File: src/rtl/syscall_unit.sv
// syscall_unit: services SYSCALL requests using the v0/a0 register-file taps.
// print-int converts |a0| to 10 BCD digits with a 32-step double-dabble
// loop and stalls the pipeline while it runs. print-hex shows a0 directly.
// exit halts the CPU until reset. Unknown codes raise a sticky flag.
module syscall_unit #(
    parameter logic [31:0] SVC_PRINT_INT = 32'd1,
    parameter logic [31:0] SVC_PRINT_HEX = 32'd34,
    parameter logic [31:0] SVC_EXIT      = 32'd10,
    parameter int unsigned CNT_W         = 16
) (
    input  logic             clk,
    input  logic             rst,
    input  logic             syscall,
    input  logic [31:0]      v0,
    input  logic [31:0]      a0,
    output logic             stall,
    output logic             halt,
    output logic [39:0]      disp_data,
    output logic             disp_neg,
    output logic             disp_hex,
    output logic             disp_valid,
    output logic             bad_svc,
    output logic [CNT_W-1:0] svc_count
);

    typedef enum logic [1:0] {
        ST_IDLE = 2'd0,
        ST_CONV = 2'd1,
        ST_HALT = 2'd2
    } state_t;

    state_t             state_r;
    state_t             state_nxt_s;
    logic [31:0]        mag_r;
    logic [39:0]        bcd_r;
    logic               neg_r;
    logic [4:0]         step_r;
    logic               halt_r;
    logic [39:0]        disp_data_r;
    logic               disp_neg_r;
    logic               disp_hex_r;
    logic               disp_valid_r;
    logic               bad_svc_r;
    logic [CNT_W-1:0]   svc_count_r;

    logic               take_int_s;
    logic               take_hex_s;
    logic               take_exit_s;
    logic               take_bad_s;
    logic               stall_s;
    logic [71:0]        shifted_s;

    // Double-dabble correction: add 3 to every BCD digit that is 5 or more,
    // so the following left shift carries correctly into the next digit.
    function automatic logic [39:0] bcd_adjust(input logic [39:0] bcd);
        logic [39:0] res;
        res = bcd;
        for (int i = 0; i < 10; i++) begin
            if (bcd[4*i +: 4] >= 4'd5) begin
                res[4*i +: 4] = bcd[4*i +: 4] + 4'd3;
            end else begin
                res[4*i +: 4] = bcd[4*i +: 4];
            end
        end
        return res;
    endfunction

    // Request decode and the next conversion step of {bcd, mag}.
    always_comb begin
        take_int_s  = 1'b0;
        take_hex_s  = 1'b0;
        take_exit_s = 1'b0;
        take_bad_s  = 1'b0;
        if ((state_r == ST_IDLE) && syscall) begin
            if (v0 == SVC_PRINT_INT) begin
                take_int_s = 1'b1;
            end else if (v0 == SVC_PRINT_HEX) begin
                take_hex_s = 1'b1;
            end else if (v0 == SVC_EXIT) begin
                take_exit_s = 1'b1;
            end else begin
                take_bad_s = 1'b1;
            end
        end else begin
            take_int_s = 1'b0;
        end
        shifted_s = {bcd_adjust(bcd_r), mag_r} << 1;
    end

    // FSM next state and the combinational pipeline stall.
    always_comb begin
        state_nxt_s = state_r;
        stall_s     = 1'b0;
        case (state_r)
            ST_IDLE: begin
                if (take_int_s) begin
                    state_nxt_s = ST_CONV;
                    stall_s     = 1'b1;
                end else if (take_exit_s) begin
                    state_nxt_s = ST_HALT;
                end else begin
                    state_nxt_s = ST_IDLE;
                end
            end
            ST_CONV: begin
                stall_s = 1'b1;
                if (step_r == 5'd31) begin
                    state_nxt_s = ST_IDLE;
                end else begin
                    state_nxt_s = ST_CONV;
                end
            end
            ST_HALT: begin
                state_nxt_s = ST_HALT;
            end
            default: begin
                state_nxt_s = ST_IDLE;
            end
        endcase
    end

    // FSM state register.
    always_ff @(posedge clk) begin
        if (rst) begin
            state_r <= ST_IDLE;
        end else begin
            state_r <= state_nxt_s;
        end
    end

    // Conversion datapath, display registers, flags and the service counter.
    always_ff @(posedge clk) begin
        if (rst) begin
            mag_r        <= 32'd0;
            bcd_r        <= 40'd0;
            neg_r        <= 1'b0;
            step_r       <= 5'd0;
            halt_r       <= 1'b0;
            disp_data_r  <= 40'd0;
            disp_neg_r   <= 1'b0;
            disp_hex_r   <= 1'b0;
            disp_valid_r <= 1'b0;
            bad_svc_r    <= 1'b0;
            svc_count_r  <= {CNT_W{1'b0}};
        end else begin
            disp_valid_r <= 1'b0;
            if (take_int_s) begin
                mag_r       <= a0[31] ? (~a0 + 32'd1) : a0;
                neg_r       <= a0[31];
                bcd_r       <= 40'd0;
                step_r      <= 5'd0;
                svc_count_r <= svc_count_r + {{(CNT_W-1){1'b0}}, 1'b1};
            end else if (take_hex_s) begin
                disp_data_r  <= {8'h00, a0};
                disp_hex_r   <= 1'b1;
                disp_neg_r   <= 1'b0;
                disp_valid_r <= 1'b1;
                svc_count_r  <= svc_count_r + {{(CNT_W-1){1'b0}}, 1'b1};
            end else if (take_exit_s) begin
                halt_r      <= 1'b1;
                svc_count_r <= svc_count_r + {{(CNT_W-1){1'b0}}, 1'b1};
            end else if (take_bad_s) begin
                bad_svc_r <= 1'b1;
            end else if (state_r == ST_CONV) begin
                bcd_r  <= shifted_s[71:32];
                mag_r  <= shifted_s[31:0];
                step_r <= step_r + 5'd1;
                if (step_r == 5'd31) begin
                    disp_data_r  <= shifted_s[71:32];
                    disp_neg_r   <= neg_r;
                    disp_hex_r   <= 1'b0;
                    disp_valid_r <= 1'b1;
                end else begin
                    disp_valid_r <= 1'b0;
                end
            end else begin
                disp_valid_r <= 1'b0;
            end
        end
    end

    assign stall      = stall_s;
    assign halt       = halt_r;
    assign disp_data  = disp_data_r;
    assign disp_neg   = disp_neg_r;
    assign disp_hex   = disp_hex_r;
    assign disp_valid = disp_valid_r;
    assign bad_svc    = bad_svc_r;
    assign svc_count  = svc_count_r;

endmodule

File: config.mk
export PLATFORM = sky130hd
export DESIGN_NAME = syscall_unit
export DESIGN_NICKNAME = d
export VERILOG_FILES = /design/src/rtl/syscall_unit.sv
export SDC_FILE = /design/constraint.sdc
export NUM_CORES = 1
export LEC_CHECK = 0
export CAP_MARGIN = 20
export CORE_MARGIN = 8
export CORE_UTILIZATION = 50
export CTS_BUF_LIST = sky130_fd_sc_hd__clkbuf_8
export CTS_CLUSTER_DIAMETER = 200
export DETAILED_ROUTE_END_ITERATION = 10
export HOLD_SLACK_MARGIN = 0.02
export PLACE_DENSITY = 0.78
export SLEW_MARGIN = 30
export SYNTH_ARGS = -nofsm -noshare
export SYNTH_HDL_FRONTEND = slang
export SYNTH_SLANG_ARGS = --single-unit
File: constraint.sdc
create_clock -name clk -period 1.89 [get_ports clk]
set_clock_uncertainty 0.05 [all_clocks]
set_input_delay 0.189 -clock clk [delete_from_list [all_inputs] [get_ports clk]]
set_output_delay 0.189 -clock clk [all_outputs]
set_load 0.01 [all_outputs]
==> results.py, run 1 <==
metrics = {
    "power_and_ir_drop": {
        "p_total_w": 0.006005,
        "power_leakage_nw": 3.938,
        "power_density_nw_per_um2": 560.8,
        "ir_drop_v": 0.0004555,
    },
    "worst_hold_path": {
        "hp-start": "rst",
        "hold_path_class": "in -> reg",
    },
    "routing": {
        "wl_met3_um": 1909,
        "drt_iter0_markers": 688,
        "drt_wl_total_um": 23730,
        "wl_per_cell_um": 18.09,
        "final_antenna_net_count": 0,
        "viasPerCell": 5.757,
        "drc": 0,
        "vias": 7553,
        "wl_met1_um": 9817,
        "wl_met2_um": 11540,
        "drt_first_pass_iters": 6,
        "top_layer": "met4",
    },
    "worst_setup_path": {
        "crit_arrival_ns": 2.39,
        "critPathMaxFanout": 9,
        "r2r-start": "state_r[1]$_SDFF_PP0_",
        "critPathLaunch": "state_r[1]$_SDFF_PP0_",
        "startpoint_type": "flip-flop",
        "required_ns": 2.17,
        "end_kind": "flip-flop",
        "criticalPathCategory": "reg -> reg",
    },
    "logic_synthesis": {
        "syn_nets": 997,
        "synth_top_area_cell": "dfxtp_1",
        "synth-edff-count": 0,
        "ys_seq_elements": 141,
        "ys_warn_count": 0,
        "syn_area_sq_um": 7347,
        "synth.top_cells.by_count": "149 x nand2_1, 141 x dfxtp_1, 94 x nor2_1",
        "postSynth.asyncResetShare_pct": 0,
        "seq_area_frac_synth_pct": 38.42,
        "syn-instance-count": 906,
        "ys_types": 49,
        "synth.most_common_cell": "nand2_1",
        "ys_top_cells_by_area": "dfxtp_1 38%, nand2_1 7.6%, a211oi_1 6.3%, a21oi_1 6.0%, nor2_1 4.8%",
        "ys.flop_type": "dfxtp_1",
        "synth.top_cell.area_share_pct": 38.42,
        "syn_area_per_cell_sq_um": 8.109,
    },
    "timing": {
        "max_slew_margin_pct": 74.10,
        "period_share_pct": 111.4,
        "slew_viol_final": 0,
        "min_period_ns": 2.105,
        "final-setup-viol-count": 55,
        "setup_ws_ns": -0.2147,
        "tns_ns": -5.393,
        "hold_viol_final": 0,
        "max_freq_mhz": 475.1,
        "rsz0062_at_grt": "true",
        "tightestPinTransition_ns": 0.3835,
    },
    "floorplanning": {
        "num_rows": 44,
        "start_util_pct": 50.94,
        "die_h_um": 137.2,
        "die_width_um": 137.2,
        "num_io_pins": 129,
        "dieArea_sq_um": 18830,
        "fp.coreArea_sq_um": 14420,
    },
    "cells_and_area": {
        "seq_area_sq_um": 2823,
        "design_area_sq_um": 10710,
        "n_fill_cell": 996,
        "nNetsFinal": 1205,
        "drive_gt1_share_pct": 20.94,
        "syn_to_final_growth_pct": 45.76,
        "multi_input_area_sq_um": 4608,
    },
    "placement": {
        "hpwl_um": 14880,
        "dpl_cell_area_sq_um": 9433,
        "gp_congestion": 0.8290,
        "portBuffers": 128,
    },
    "clock_network": {
        "htree_levels": 4,
        "clockBufferDepth": 2,
        "clk_pin_slew_ns": 0.08,
        "clock_latency_ns": 0.46,
        "cts_tree": "built",
        "cts_buffers": 17,
        "root_buffer": "clkbuf_8",
        "cts_sinks": 141,
    },
    "run_status": {
        "status": "finished with violations",
        "violations": "setup timing",
    },
    "global_route": {
        "antenna_found_initial": 0,
        "grt_pass1_vias": 6948,
        "overflow": 0,
        "gr-usage-all-layers_pct": 23.44,
        "grt_max_degree": 61,
        "grt_pass1_wl_um": 35230,
    },
    "run": {
        "drv_cap": 0,
    },
}
[area by class of cell]
cell class              count  share of cell area, %
diodes                      1                0.02337
multi-input cells         684                  43.03
inverters                  24                 0.8412
clock inverters            14                  1.367
clock buffers              18                  2.313
well taps                 184                  2.150
repair buffers            246                  23.92
flip-flops and latches    141                  26.36
[layout by cell type (no fill, tap or decap), drive strengths merged, types with 22 or more instances in the layout]
cell           netlist  routed
nand2              150     150
dfxtp              141     141
buf                 24     116
clkdlybuf4s50        0     112
nor2                94      94
a21oi               88      88
a211oi              62      62
mux2i               34      34
xnor2               30      30
inv                 24      26
xor2                25      25
ha                  24      24
clkbuf              33      22
[final timing paths]
path,endpoint,slack (ns),cells past startpoint
setup / recovery,disp_data[20]$_SDFFE_PP0P_,-0.21,9
hold reg to reg,neg_r$_SDFFE_PP0N_,0.41,2
setup reg to reg,disp_data[20]$_SDFFE_PP0P_,-0.21,9
hold / removal,neg_r$_SDFFE_PP0N_,0.08,2
[metrics by stage]
stage | utilization (%) | instances | hold WS (ns) | setup WS, ns
after floorplan | - | 906 | 0.2795 | 0.004899
after global placement | 65.40 | 1252 | 0.3818 | -0.6487
after detailed placement | 65.40 | 1252 | 0.3950 | -0.7251
after CTS | 71.07 | 1294 | 0.05271 | -0.2207
after global routing | 74.23 | 1311 | 0.08796 | -0.2983
final | 74.25 | 1312 | 0.07506 | -0.2147
[state kept, by name, indices dropped and copies added, names as in the netlist]
signal / flops
mag_r: 32
state_r: 2
disp_valid: 1
disp_neg: 1
bad_svc: 1
disp_data: 40
disp_hex: 1
neg_r: 1
bcd_r: 40
halt: 1
step_r: 5
svc_count: 16
[cells by family after synthesis]
| family | share of synthesized area [%] |
|---|---|
| xor gates and xnor gates | 6.557 |
| muxes | 4.939 |
| AOI/OAI and AO/OA | 17.93 |
| buffers and inverters | 4.768 |
| and+or+nand+nor | 23.30 |
| adders and majority gates | 4.087 |
| DFF | 38.42 |
[power breakdown]
group | switching [W] | total (W) | internal, W
Combinational | 0.000285 | 0.000591 | 0.000306
Sequential | 0.000000741 | 0.00297 | 0.00297
Clock | 0.00124 | 0.00244 | 0.00120
[metal layers]
layer	vias up	track usage, %
met1	3616	29.32
met4	0	8.087
met3	41	7.002
li1	3599	-
met2	297	37.65
met5	-	0
[critical path, cell delays in order, from the launching register on]
cell and delay [ns]:
dfxtp_1 0.32, or3b_4 0.42, nor4_4 0.19, buf_4 0.17, buf_4 0.10, nand4b_1 0.10
buf_6 0.20, buf_12 0.15, o211ai_1 0.14, a21oi_1 0.14
[timing repair]
| item | 4_1_cts | 5_1_grt |
|---|---|---|
| setup endpoints to repair | 134 | 136 |
| pin swaps | 6 | 29 |
| setup buffers | 3 | 13 |
| gates cloned | 7 | 4 |
| hold buffers | 0 | 0 |
| resized for setup | 57 | 62 |
No activity file was read; power rests on OpenSTA's default activity.
==> run 2, diff against run 1 <==
--- a/constraint.sdc
+++ b/constraint.sdc
@@ -3,3 +3,3 @@
 set_input_delay 0.189 -clock clk [delete_from_list [all_inputs] [get_ports clk]]
 set_output_delay 0.189 -clock clk [all_outputs]
-set_load 0.01 [all_outputs]
+set_load 0.1 [all_outputs]
==> results.py, run 2 (synthesized netlist as in run 1, its figures left out) <==
metrics = {
    "floorplanning": {
        "num_io_pins": 129,
        "die_width_um": 137.2,
        "num_rows": 44,
        "fp.coreArea_sq_um": 14420,
        "dieArea_sq_um": 18830,
        "die_h_um": 137.2,
        "start_util_pct": 50.94,
    },
    "timing": {
        "final-setup-viol-count": 117,
        "min_period_ns": 2.107,
        "max_slew_margin_pct": 70.29,
        "max_freq_mhz": 474.5,
        "tns_ns": -11.50,
        "period_share_pct": 111.5,
        "rsz0062_at_grt": "true",
        "slew_viol_final": 0,
        "tightestPinTransition_ns": 0.4394,
        "setup_ws_ns": -0.2173,
        "hold_viol_final": 0,
        "whs_ns": 0.09271,
    },
    "cells_and_area": {
        "nNetsFinal": 1211,
        "antenna_cells": 0,
        "final_util_pct": 76.21,
        "n_fill_cell": 914,
        "drive_gt1_share_pct": 30.57,
        "multi_input_area_sq_um": 4761,
        "seq_area_sq_um": 2850,
        "mostFrequentLayoutCells": "142 x nand2_1, 142 x buf_4, 127 x dfxtp_1, 80 x a21oi_1, 66 x nor2_1",
        "syn_to_final_growth_pct": 49.62,
    },
    "worst_setup_path": {
        "critPathMaxFanout": 5,
        "end_kind": "flip-flop",
        "critical_path_buf_inv_count": 4,
        "worst-r2r-setup-slack_ns": -0.22,
        "worst_path_largest_cell_delay_ns": 0.41,
        "cp_cell_sequence": "or3b_4 > nor4_4 > buf_4 > nand4b_1 > buf_6 > buf_12 > buf_16 > a211oi_2",
        "criticalPathCategory": "reg -> reg",
        "crit_arrival_ns": 2.43,
        "startpoint_type": "flip-flop",
        "path_delay_family": "simple AND/OR/NAND/NOR gates",
        "required_ns": 2.21,
        "cp_slowest_cell": "or3b_4",
    },
    "run_status": {
        "violations": "setup timing",
        "status": "finished with violations",
    },
    "clock_network": {
        "clockBufferDepth": 2,
        "cts_sinks": 141,
        "htree_levels": 4,
        "cts_tree": "built",
        "cts_hold_buffers": 0,
        "clk_pin_slew_ns": 0.08,
        "root_buffer": "clkbuf_8",
        "cts_buffers": 17,
        "clock_latency_ns": 0.47,
    },
    "power_and_ir_drop": {
        "p_clk_share_pct": 41.3,
        "pwr-share-seq_pct": 48.5,
        "p_switching_w": 0.001531,
        "switching_share_pct": 25.02,
        "intPower_w": 0.004586,
        "p_comb_share_pct": 10.2,
        "power_density_nw_per_um2": 556.5,
        "ir_drop_v": 0.0003910,
        "power_leakage_nw": 4.224,
    },
    "worst_hold_path": {
        "hold_path_class": "in -> reg",
    },
    "routing": {
        "viasPerCell": 5.919,
        "final_antenna_net_count": 0,
        "drt_first_pass_iters": 5,
        "drt_iter0_markers": 759,
        "drt_wl_total_um": 25850,
        "wl_per_cell_um": 19.64,
        "drc": 0,
        "vias": 7790,
    },
    "global_route": {
        "overflow": 0,
        "grt_pass1_vias": 7364,
        "gr-usage-all-layers_pct": 24.89,
        "grt_pass1_wl_um": 37570,
        "antenna_found_initial": 0,
        "grt_max_degree": 65,
    },
    "placement": {
        "gp_congestion": 0.8380,
        "hpwl_um": 14910,
        "portBuffers": 128,
    },
    "run": {
        "drv_cap": 0,
    },
}
run 2: changes by cell type in the layout (fill, tap and decap cells not counted), moves of 4 or more:
cell / previous run / this run
a211oi_1: 42 / 34
a211oi_2: 20 / 28
buf_12: 11 / 17
buf_4: 92 / 142
clkdlybuf4s50_1: 112 / 52
clkinvlp_4: 5 / 0
dfxtp_1: 141 / 127
dfxtp_2: 0 / 10
dfxtp_4: 0 / 4
nand2_1: 146 / 142
nor2_1: 80 / 66
nor2_2: 7 / 13
nor2_4: 7 / 15
run 2: worst reg2reg max path, delay by kind of cell (launching register included):
family,cells,cell delay [ns]
buffers and inverters,4,0.68
and+or+nand+nor,3,0.77
DFF,1,0.32
AOI/OAI and AO/OA,1,0.21
run 2: what timing repair did:
item                       4_1_cts  5_1_grt
pin swaps                        9       22
gates cloned                    11        9
setup buffers                   10        6
resized for setup               70       91
setup endpoints to repair       53      137
run 2: area by class of cell:
cell class | count | share of cell area [%]
Timing Repair Buffer | 251 | 24.21
Multi-Input combinational cell | 685 | 43.31
Clock inverter | 10 | 1.013
Clock buffer | 21 | 2.629
Inverter | 24 | 0.8195
Sequential cell | 141 | 25.93
Tap cell | 184 | 2.094
run 2: routing by layer:
layer	vias to the layer above	routed length, um	GRT usage, %
met5	-	0	0
met4	0	1169	10.74
met3	96	1833	6.273
met2	354	12410	40.85
met1	3715	10430	30.32
li1	3625	-	-
run 2: path summary, 6_finish.rpt:
path                                             start                          to  depth (start not counted)
worst max-delay path             state_r[0]$_SDFF_PP0_  disp_data[14]$_SDFFE_PP0P_                          8
worst min-delay path                               rst  svc_count[10]$_SDFFE_PP0P_                          2
worst max register to register   state_r[0]$_SDFF_PP0_  disp_data[14]$_SDFFE_PP0P_                          8
worst min register to register  bcd_r[37]$_SDFFE_PP0P_      bcd_r[37]$_SDFFE_PP0P_                          2
run 2: per-stage QoR:
stage	instances	cell area [sq um]	total power, W	setup WS, ns
6_report	1316	10990	0.006117	-0.2173
5_1_grt	1316	10990	0.006268	-0.3545
4_1_cts	1303	10460	0.006028	-0.3725
3_5_place_dp	1251	9379	0.003536	-0.6570
3_3_place_gp	1251	9379	0.003536	-0.5633
2_1_floorplan	906	7436	0.003205	0.0003305
run 2: power by group through the flow:
stage          sequential (W)  clock [W]  combinational (W)
2_1_floorplan         0.00305          0           0.000160
3_3_place_gp          0.00303          0           0.000501
3_5_place_dp          0.00303          0           0.000501
4_1_cts               0.00296    0.00252           0.000547
5_1_grt               0.00296    0.00265           0.000652
6_report              0.00296    0.00253           0.000624
==> run 3, diff against run 2 <==
CORE_UTILIZATION = 30   (was 50)
PLACE_DENSITY = default   (was 0.78)
==> results.py, run 3 (synthesized netlist as in run 1, its figures left out) <==
metrics = {
    "power_and_ir_drop": {
        "ir_drop_v": 0.0003927,
        "power_density_nw_per_um2": 591.5,
        "power_leakage_nw": 4.077,
    },
    "timing": {
        "max_freq_mhz": 463.9,
        "tightestPinTransition_ns": 0.4028,
        "tns_ns": -6.757,
        "final-setup-viol-count": 73,
        "max_slew_margin_pct": 72.79,
        "whs_ns": 0.05962,
        "rsz0062_at_grt": "true",
        "min_period_ns": 2.156,
        "hold_viol_final": 0,
        "slew_viol_final": 0,
        "period_share_pct": 114.1,
        "setup_ws_ns": -0.2656,
    },
    "worst_setup_path": {
        "critPathLaunch": "state_r[1]$_SDFF_PP0_",
        "required_ns": 1.65,
        "startpoint_type": "flip-flop",
        "r2r_cells": 9,
        "criticalPathCategory": "reg -> out",
        "crit_arrival_ns": 1.92,
        "critPathMaxFanout": 3,
        "r2r-start": "state_r[1]$_SDFF_PP0_",
        "worst-r2r-setup-slack_ns": -0.20,
        "end_kind": "output port",
        "r2r_end": "disp_data[20]$_SDFFE_PP0P_",
    },
    "routing": {
        "final_antenna_net_count": 0,
        "wl_per_cell_um": 15.79,
        "drt_wl_total_um": 22960,
        "drc": 0,
        "viasPerCell": 4.950,
        "drt_first_pass_iters": 4,
        "vias": 7197,
        "drt_iter0_markers": 340,
    },
    "cells_and_area": {
        "final_common_cell": "buf_4",
        "antenna_cells": 0,
        "mostFrequentLayoutCells": "160 x buf_4, 146 x nand2_1, 127 x dfxtp_1, 83 x a21oi_1, 68 x nor2_1",
        "nNetsFinal": 1208,
        "drive_gt1_share_pct": 29.65,
        "syn_to_final_growth_pct": 48.60,
    },
    "floorplanning": {
        "num_rows": 57,
        "num_io_pins": 129,
        "dieArea_sq_um": 29750,
        "die_width_um": 172.5,
        "fp.coreArea_sq_um": 24180,
        "die_h_um": 172.5,
        "start_util_pct": 30.39,
    },
    "clock_network": {
        "clock_latency_ns": 0.45,
        "clockBufferDepth": 2,
        "cts_tree": "built",
        "htree_levels": 4,
        "cts_sinks": 141,
        "cts_buffers": 17,
        "root_buffer": "clkbuf_8",
        "clk_pin_slew_ns": 0.09,
        "cts_hold_buffers": 0,
    },
    "global_route": {
        "grt_pass1_vias": 7039,
        "grt_pass1_wl_um": 36090,
        "overflow": 0,
        "grt_max_degree": 62,
        "antenna_found_initial": 0,
        "gr-usage-all-layers_pct": 15.16,
    },
    "worst_hold_path": {
        "holdPathEnd": "disp_hex$_SDFFE_PP0P_",
        "hp-start": "rst",
        "holdPathStages": 2,
        "hold_path_class": "in -> reg",
    },
    "run": {
        "drv_cap": 0,
    },
    "run_status": {
        "violations": "setup timing",
        "status": "finished with violations",
    },
    "placement": {
        "portBuffers": 128,
        "gp_congestion": 0.8008,
        "hpwl_um": 15850,
    },
}
## run 3: changes by cell type in the layout (fill, tap and decap cells not counted), moves of 6 or more
cell,previous run,this run
dlymetal6s2s_1,13,2
buf_6,7,1
dlygate4sd2_1,0,6
and3_1,12,5
buf_16,10,1
buf_4,142,160
and3_4,2,9
## run 3: worst max-delay path, cell delays in order, from the launching register on
cell     delay, ns
dfxtp_2       0.33
or3b_4        0.41
nor4_4        0.13
buf_4         0.16
nand2_4       0.06
buf_12        0.12
nand2_4       0.07
buf_12        0.17
## run 3: cell type report
class | count | area [sq um]
clock buffer | 18 | 247.7
inverter | 24 | 90.09
sequential | 141 | 2850
clock inverter | 14 | 227.7
tap | 324 | 405.4
timing repair buffer | 249 | 2341
fill | 2326 | 13260
multi-input combinational | 684 | 4756
## run 3: worst max path at each step
stage,slack [ns],end,depth (start not counted)
6_report,-0.27,stall,7
5_1_grt,-0.37,stall,7
4_1_cts,-0.32,stall,7
3_5_place_dp,-0.56,disp_data[30]$_SDFFE_PP0P_,9
3_3_place_gp,-0.53,mag_r[29]$_SDFFE_PP0P_,9
2_1_floorplan,0.0003,disp_data[11]$_SDFFE_PP0P_,8
## run 3: stage by stage
step | utilization [%] | instances | total power, W | instance area, sq um | setup slack (ns)
6_report | 45.16 | 1454 | 0.006458 | 10920 | -0.2656
5_1_grt | 45.16 | 1454 | 0.006692 | 10920 | -0.3654
4_1_cts | 42.77 | 1440 | 0.006481 | 10340 | -0.3202
3_5_place_dp | 39.68 | 1398 | 0.003548 | 9594 | -0.5611
3_3_place_gp | 39.68 | 1398 | 0.003551 | 9594 | -0.5302
2_1_floorplan | - | 906 | 0.003205 | 7436 | 0.0003305
## run 3: where the power goes
part / switching, W / internal, W / total (W)
clock network: 0.00129 / 0.00164 / 0.00293
registers: 0.00000112 / 0.00296 / 0.00296
logic: 0.000282 / 0.000282 / 0.000564
total: 0.00157 / 0.00489 / 0.00646
## run 3: what timing repair did
action                     in CTS  in global routing
pin swaps                       6                 23
setup endpoints to repair      55                 91
gates cloned                    3                  3
gates resized for setup        32                100
buffers inserted                7                 12
## run 3: layer usage
metal	track usage [%]	share of wire, %
met2	24.45	46
met3	5.023	7.2
met5	0	0
met1	19.36	46
met4	3.223	1.3
==> RTL change 1: new RTL, settings of run 3 <==
The parameter `CNT_W` goes from 16 to 24.
--- a/src/rtl/syscall_unit.sv
+++ b/src/rtl/syscall_unit.sv
@@ -7,5 +7,5 @@
     parameter logic [31:0] SVC_PRINT_HEX = 32'd34,
     parameter logic [31:0] SVC_EXIT      = 32'd10,
-    parameter int unsigned CNT_W         = 16
+    parameter int unsigned CNT_W         = 24
 ) (
     input  logic             clk,
Interface: changed (resized svc_count); port bits go from 129 to 137. No check against the original RTL was run, so the function may have changed too.
==> RTL change 1 against run 3 <==
The run still ends with negative setup slack left. Routed wire length grew 16%. Power shrank 0.82%. Core utilization grew 0.67 points. Synthesized cell count grew 3.5%. Final area grew 8.8%. Sequential power grew 5%. Register-to-register slack lost 20 ps. Global-route usage grew 0.39 points. Setup slack gained 48 ps. Hold slack gained 6.2 ps. Synthesized area grew 7.1%. Sequential cell count grew 8.
==> RTL change 1: results (changes against run 3) <==
- Status: finished with violations
- Violations in the final reports: negative setup slack
- Routability cong.: 0.772 (-3.6%)
- Met3 track demand over resource in global routing: 0.0370 (-0.0132)
- Arr. time, crit path: 2440 ps (+520 ps)
- Critical path peak fanout: 13 (+10)
- Max Buffers Root-to-Sink: 2 (unchanged)
- Fraction of layout cells with a size suffix above 1: 0.314 (+0.0176)
- Worst-case hold path end point: neg_r
- Comb pwr: 517 uW (-8.3%)
- Met2 Resource Use GR: 0.256 (+0.0113)
- Cell types with the largest area share after synthesis: sky130_fd_sc_hd__dfxtp_1 38%, sky130_fd_sc_hd__a211oi_1 9.4%, sky130_fd_sc_hd__a21oi_1 6.3%
- Wire per inst: 17.5 um (+11%)
- Routed wl met3: 1500 um (-8.8%)
- Class of the tightest hold or removal check: primary input to flip-flop
- Worst setup path startpoint: svc_count[5]
- Hold Path Origin: rst
- Met1 GRT Util: 0.201 (+0.00750)
- Critical-path cell with the highest stage delay: sky130_fd_sc_hd__or4_4
- Vias after detailed routing: 7885 (+9.6%)
- Post-layout nets: 1269 (+5.0%)
- Standby leakage power: 0.00435 uW (+6.8%)
- Worst flop-to-flop path endpoint: svc_count[16]
- Capturing element type of the critical path: flip-flop
- Max_slew headroom: 0.733 (+0.00468)
- Wire length on met2: 12400 um (+18%)
- Number of global-route vias before repair: 7582 (+7.7%)
- Post-cts repair resize count: 102 (+220%)
- Worst voltage drop across the vdd grid: 0.000503 V (+28%)
- First-pass GRT wire length: 39700 um (+10%)
- Top cells by count, synth: 149 x sky130_fd_sc_hd__dfxtp_1, 106 x sky130_fd_sc_hd__nand2_1, 99 x sky130_fd_sc_hd__a211oi_1, 99 x sky130_fd_sc_hd__a21oi_1, 64 x sky130_fd_sc_hd__nor2_1
- Sequential Power Share: 0.488 (+0.029)
- Power spent charging and discharging nets: 1650 uW (+4.8%)
- Worst R2R Path Depth: 6 (-3)
- Total routing resource utilization after global routing: 0.156 (+0.00394)
- Sequential fraction of the synthesis area: 0.379 (-0.00500)
- Post-Syn Nets: 1029 (+3.2%)
- Root Buffer Master: sky130_fd_sc_hd__clkbuf_8
- Total routed wire length on the met1 layer: 12400 um (+18%)
- Count of unique library cells instantiated by Yosys: 48 (-2.0%)
- Sum of negative setup slack: -2080 ps (+4680 ps)
- DRT iter0 DRCs: 488 (+44%)
- Clock power frac: 0.432 (-0.022)
- Number of search-and-repair iterations in the first detailed-routing pass: 5 (+1)
- Post-DP Area: 0.0105 mm^2 (+9.2%)
- Dpl hpwl: 17400 um (+9.5%)
- Worst setup margin: -217 ps (+48.2 ps)
- Pin count of the biggest net entering global routing: 78 (+26%)
- Number of failing setup endpoints in the final timing report: 22 (-70%)
- Number of setup buffers added after CTS: 15 (+8)
- Fill cells: 2543 (+9.3%)
- CP peak stage delay: 540 ps (+130 ps)
- Number of port buffers: 136 (+6.3%)
- Worst slack, placed: -783 ps (-221 ps)
## RTL change 1: cell types whose count changed after synthesis, sizes merged, moves of 13 or more
cell / change
xnor2: -13
a211oi: +37
o31ai: +13
buf: -13
nand2: -44
clkbuf: +19
and2: +28
nor2: -30
or4: +15
## RTL change 1: logic make-up after synthesis
kind of cell	after synthesis	share of synthesized area
xor+xnor	48	0.0534
compound gates	267	0.224
fa+ha+maj	24	0.0382
flops	149	0.379
buf+inv	94	0.0474
mux	29	0.0369
simple gates	327	0.221
## RTL change 1: metrics by stage
stage | instances | hold WS, ps
2_1_floorplan | 938 | 279
3_3_place_gp | 1454 | 395
3_5_place_dp | 1454 | 397
4_1_cts | 1509 | 30.3
5_1_grt | 1526 | 40.5
6_report | 1526 | 65.8
## RTL change 1: layout make-up
type	count	area, um^2	area share
clock inverters	14	188	0.0158
well taps	335	419	0.0353
clock buffers	18	248	0.0209
flip-flops and latches	149	3040	0.256
multi-input cells	696	5050	0.425
inverters	31	119	0.0100
repair buffers	283	2820	0.237
==> RTL change 2: new RTL, settings of run 3 <==
Without the edit above. Register the output `svc_count` once more, with the module's reset; this adds one clock of latency there. The other outputs are not delayed to match.
--- a/src/rtl/syscall_unit.sv
+++ b/src/rtl/syscall_unit.sv
@@ -187,5 +187,11 @@
     assign disp_valid = disp_valid_r;
     assign bad_svc    = bad_svc_r;
-    assign svc_count  = svc_count_r;
+    always_ff @(posedge clk) begin
+        if (rst) begin
+            svc_count <= '0;
+        end else begin
+            svc_count <= svc_count_r;
+        end
+    end
 
 endmodule
Behaviour: not the same (Yosys sat finds a counterexample within 4 cycles, from zero or initial values and one cycle with rst high).
==> RTL change 2 against run 3 <==
The run still ends with negative setup slack left. Final area rose by 12%. Routed wire length rose by 17%. Hold slack improved by 86 ps. First-iteration DRC count grew 64%. Combinational power increased by 12%. Sequential cell count increased by 16. Synthesized area up 9.1%. Via count rose by 8.1%. Setup slack worse by 230 ps. Die area increased by 8.2%. Power grew 2.4%. Sequential power grew 12%.
==> RTL change 2: results (changes against run 3) <==
- Fill cells: 2542 (+9.3%)
- DR top layer: met5
- Final hold slack: 146 ps (+86.1 ps)
- Worst-case hold path end point: disp_data[0]
- Total routed wire length on the met1 layer: 12100 um (+16%)
- Worst R2R Path Depth: 11 (+2)
- DRT iter0 DRCs: 557 (+64%)
- Fraction of layout cells with a size suffix above 1: 0.334 (+0.0377)
- Violations in the final reports: negative setup slack
- Count of buffers not belonging to the clock network in the layout: 283 (+14%)
- Number of failing setup endpoints in the final timing report: 127 (+74%)
- Number of global-route vias before repair: 7449 (+5.8%)
- Number of antenna violations at the first check in global routing: 3 (+3)
- Internal cell power: 4850 uW (-0.80%)
- Share of the final layout cell area in multi-input gates: 0.425 (-0.0107)
- Reg-to-reg setup timing slack: -440 ps (-240 ps)
- Status: finished with violations
- Worst setup margin: -494 ps (-229 ps)
- Worst voltage drop across the vdd grid: 0.000474 V (+21%)
- Routed vias/inst: 5.07 (+2.5%)
- Routability cong.: 0.799 (-0.29%)
- Relative area of clock buffers and inverters in the final design: 0.0335 (-0.0100)
- Routed wl met3: 1170 um (-29%)
- Number of search-and-repair iterations in the first detailed-routing pass: 5 (+1)
- Total routing resource utilization after global routing: 0.153 (+0.00148)
- Number of diodes added for antenna fixing: 2 (+2)
- Inverter count: 26 (+8.3%)
- Power spent charging and discharging nets: 1760 uW (+12%)
- Post-Syn Nets: 1027 (+3.0%)
- Max_slew headroom: 0.705 (-0.0229)
- Standby leakage power: 0.00451 uW (+11%)
- Non-clock buffer contribution to total cell area: 0.240 (+0.0255)
- Number of clock-tree buffers in the layout: 17 (-1)
- Worst slack, placed: -759 ps (-198 ps)
- Post-layout nets: 1269 (+5.0%)
- Arr. time, crit path: 2150 ps (+230 ps)
## RTL change 2: changes by cell type in the layout (fill, tap and decap cells not counted), moves of 8 or more
cell	change
sky130_fd_sc_hd__a21oi_1	-8
sky130_fd_sc_hd__nor2_2	-10
sky130_fd_sc_hd__buf_6	+15
sky130_fd_sc_hd__buf_16	+9
sky130_fd_sc_hd__clkdlybuf4s50_1	-16
sky130_fd_sc_hd__nor2b_1	+16
sky130_fd_sc_hd__dfxtp_2	-8
sky130_fd_sc_hd__nor2_1	-34
sky130_fd_sc_hd__dfxtp_1	+28
## RTL change 2: through the flow
stage / area (um^2) / util / setup TNS [ps]
3_3_place_gp: 10400 / 0.392 / -74610
2_1_floorplan: 8200 / - / -1420
5_1_grt: 12200 / 0.461 / -53530
6_report: 12200 / 0.461 / -41840
3_5_place_dp: 10400 / 0.392 / -76680
4_1_cts: 11500 / 0.432 / -30330
## RTL change 2: logic make-up (layout without fill, tap and decap cells)
group / count (synthesis) / after routing / share of synthesized area
simple gates: 343 / 345 / 0.225
compound gates: 244 / 244 / 0.205
flops: 157 / 157 / 0.392
buf+inv: 88 / 341 / 0.0468
xor+xnor: 47 / 47 / 0.0514
mux: 33 / 33 / 0.0417
fa+ha+maj: 24 / 24 / 0.0375
other cells: 0 / 2 / 0
## RTL change 2: timing repair
item,in CTS,in global routing
pin swaps,40,28
setup endpoints to repair,130,138
gates cloned,14,11
endpoints found under the hold margin,6,0
buffers inserted,26,19
resized for setup,113,92
hold buffers,1,0
## RTL change 2: per-layer routing
| metal | GRT usage | up-vias |
|---|---|---|
| li1 | - | 3845 |
| met1 | 0.195 | 3727 |
| met2 | 0.259 | 178 |
| met3 | 0.0323 | 30 |
| met4 | 0.0407 | 2 |
| met5 | 0 | - |
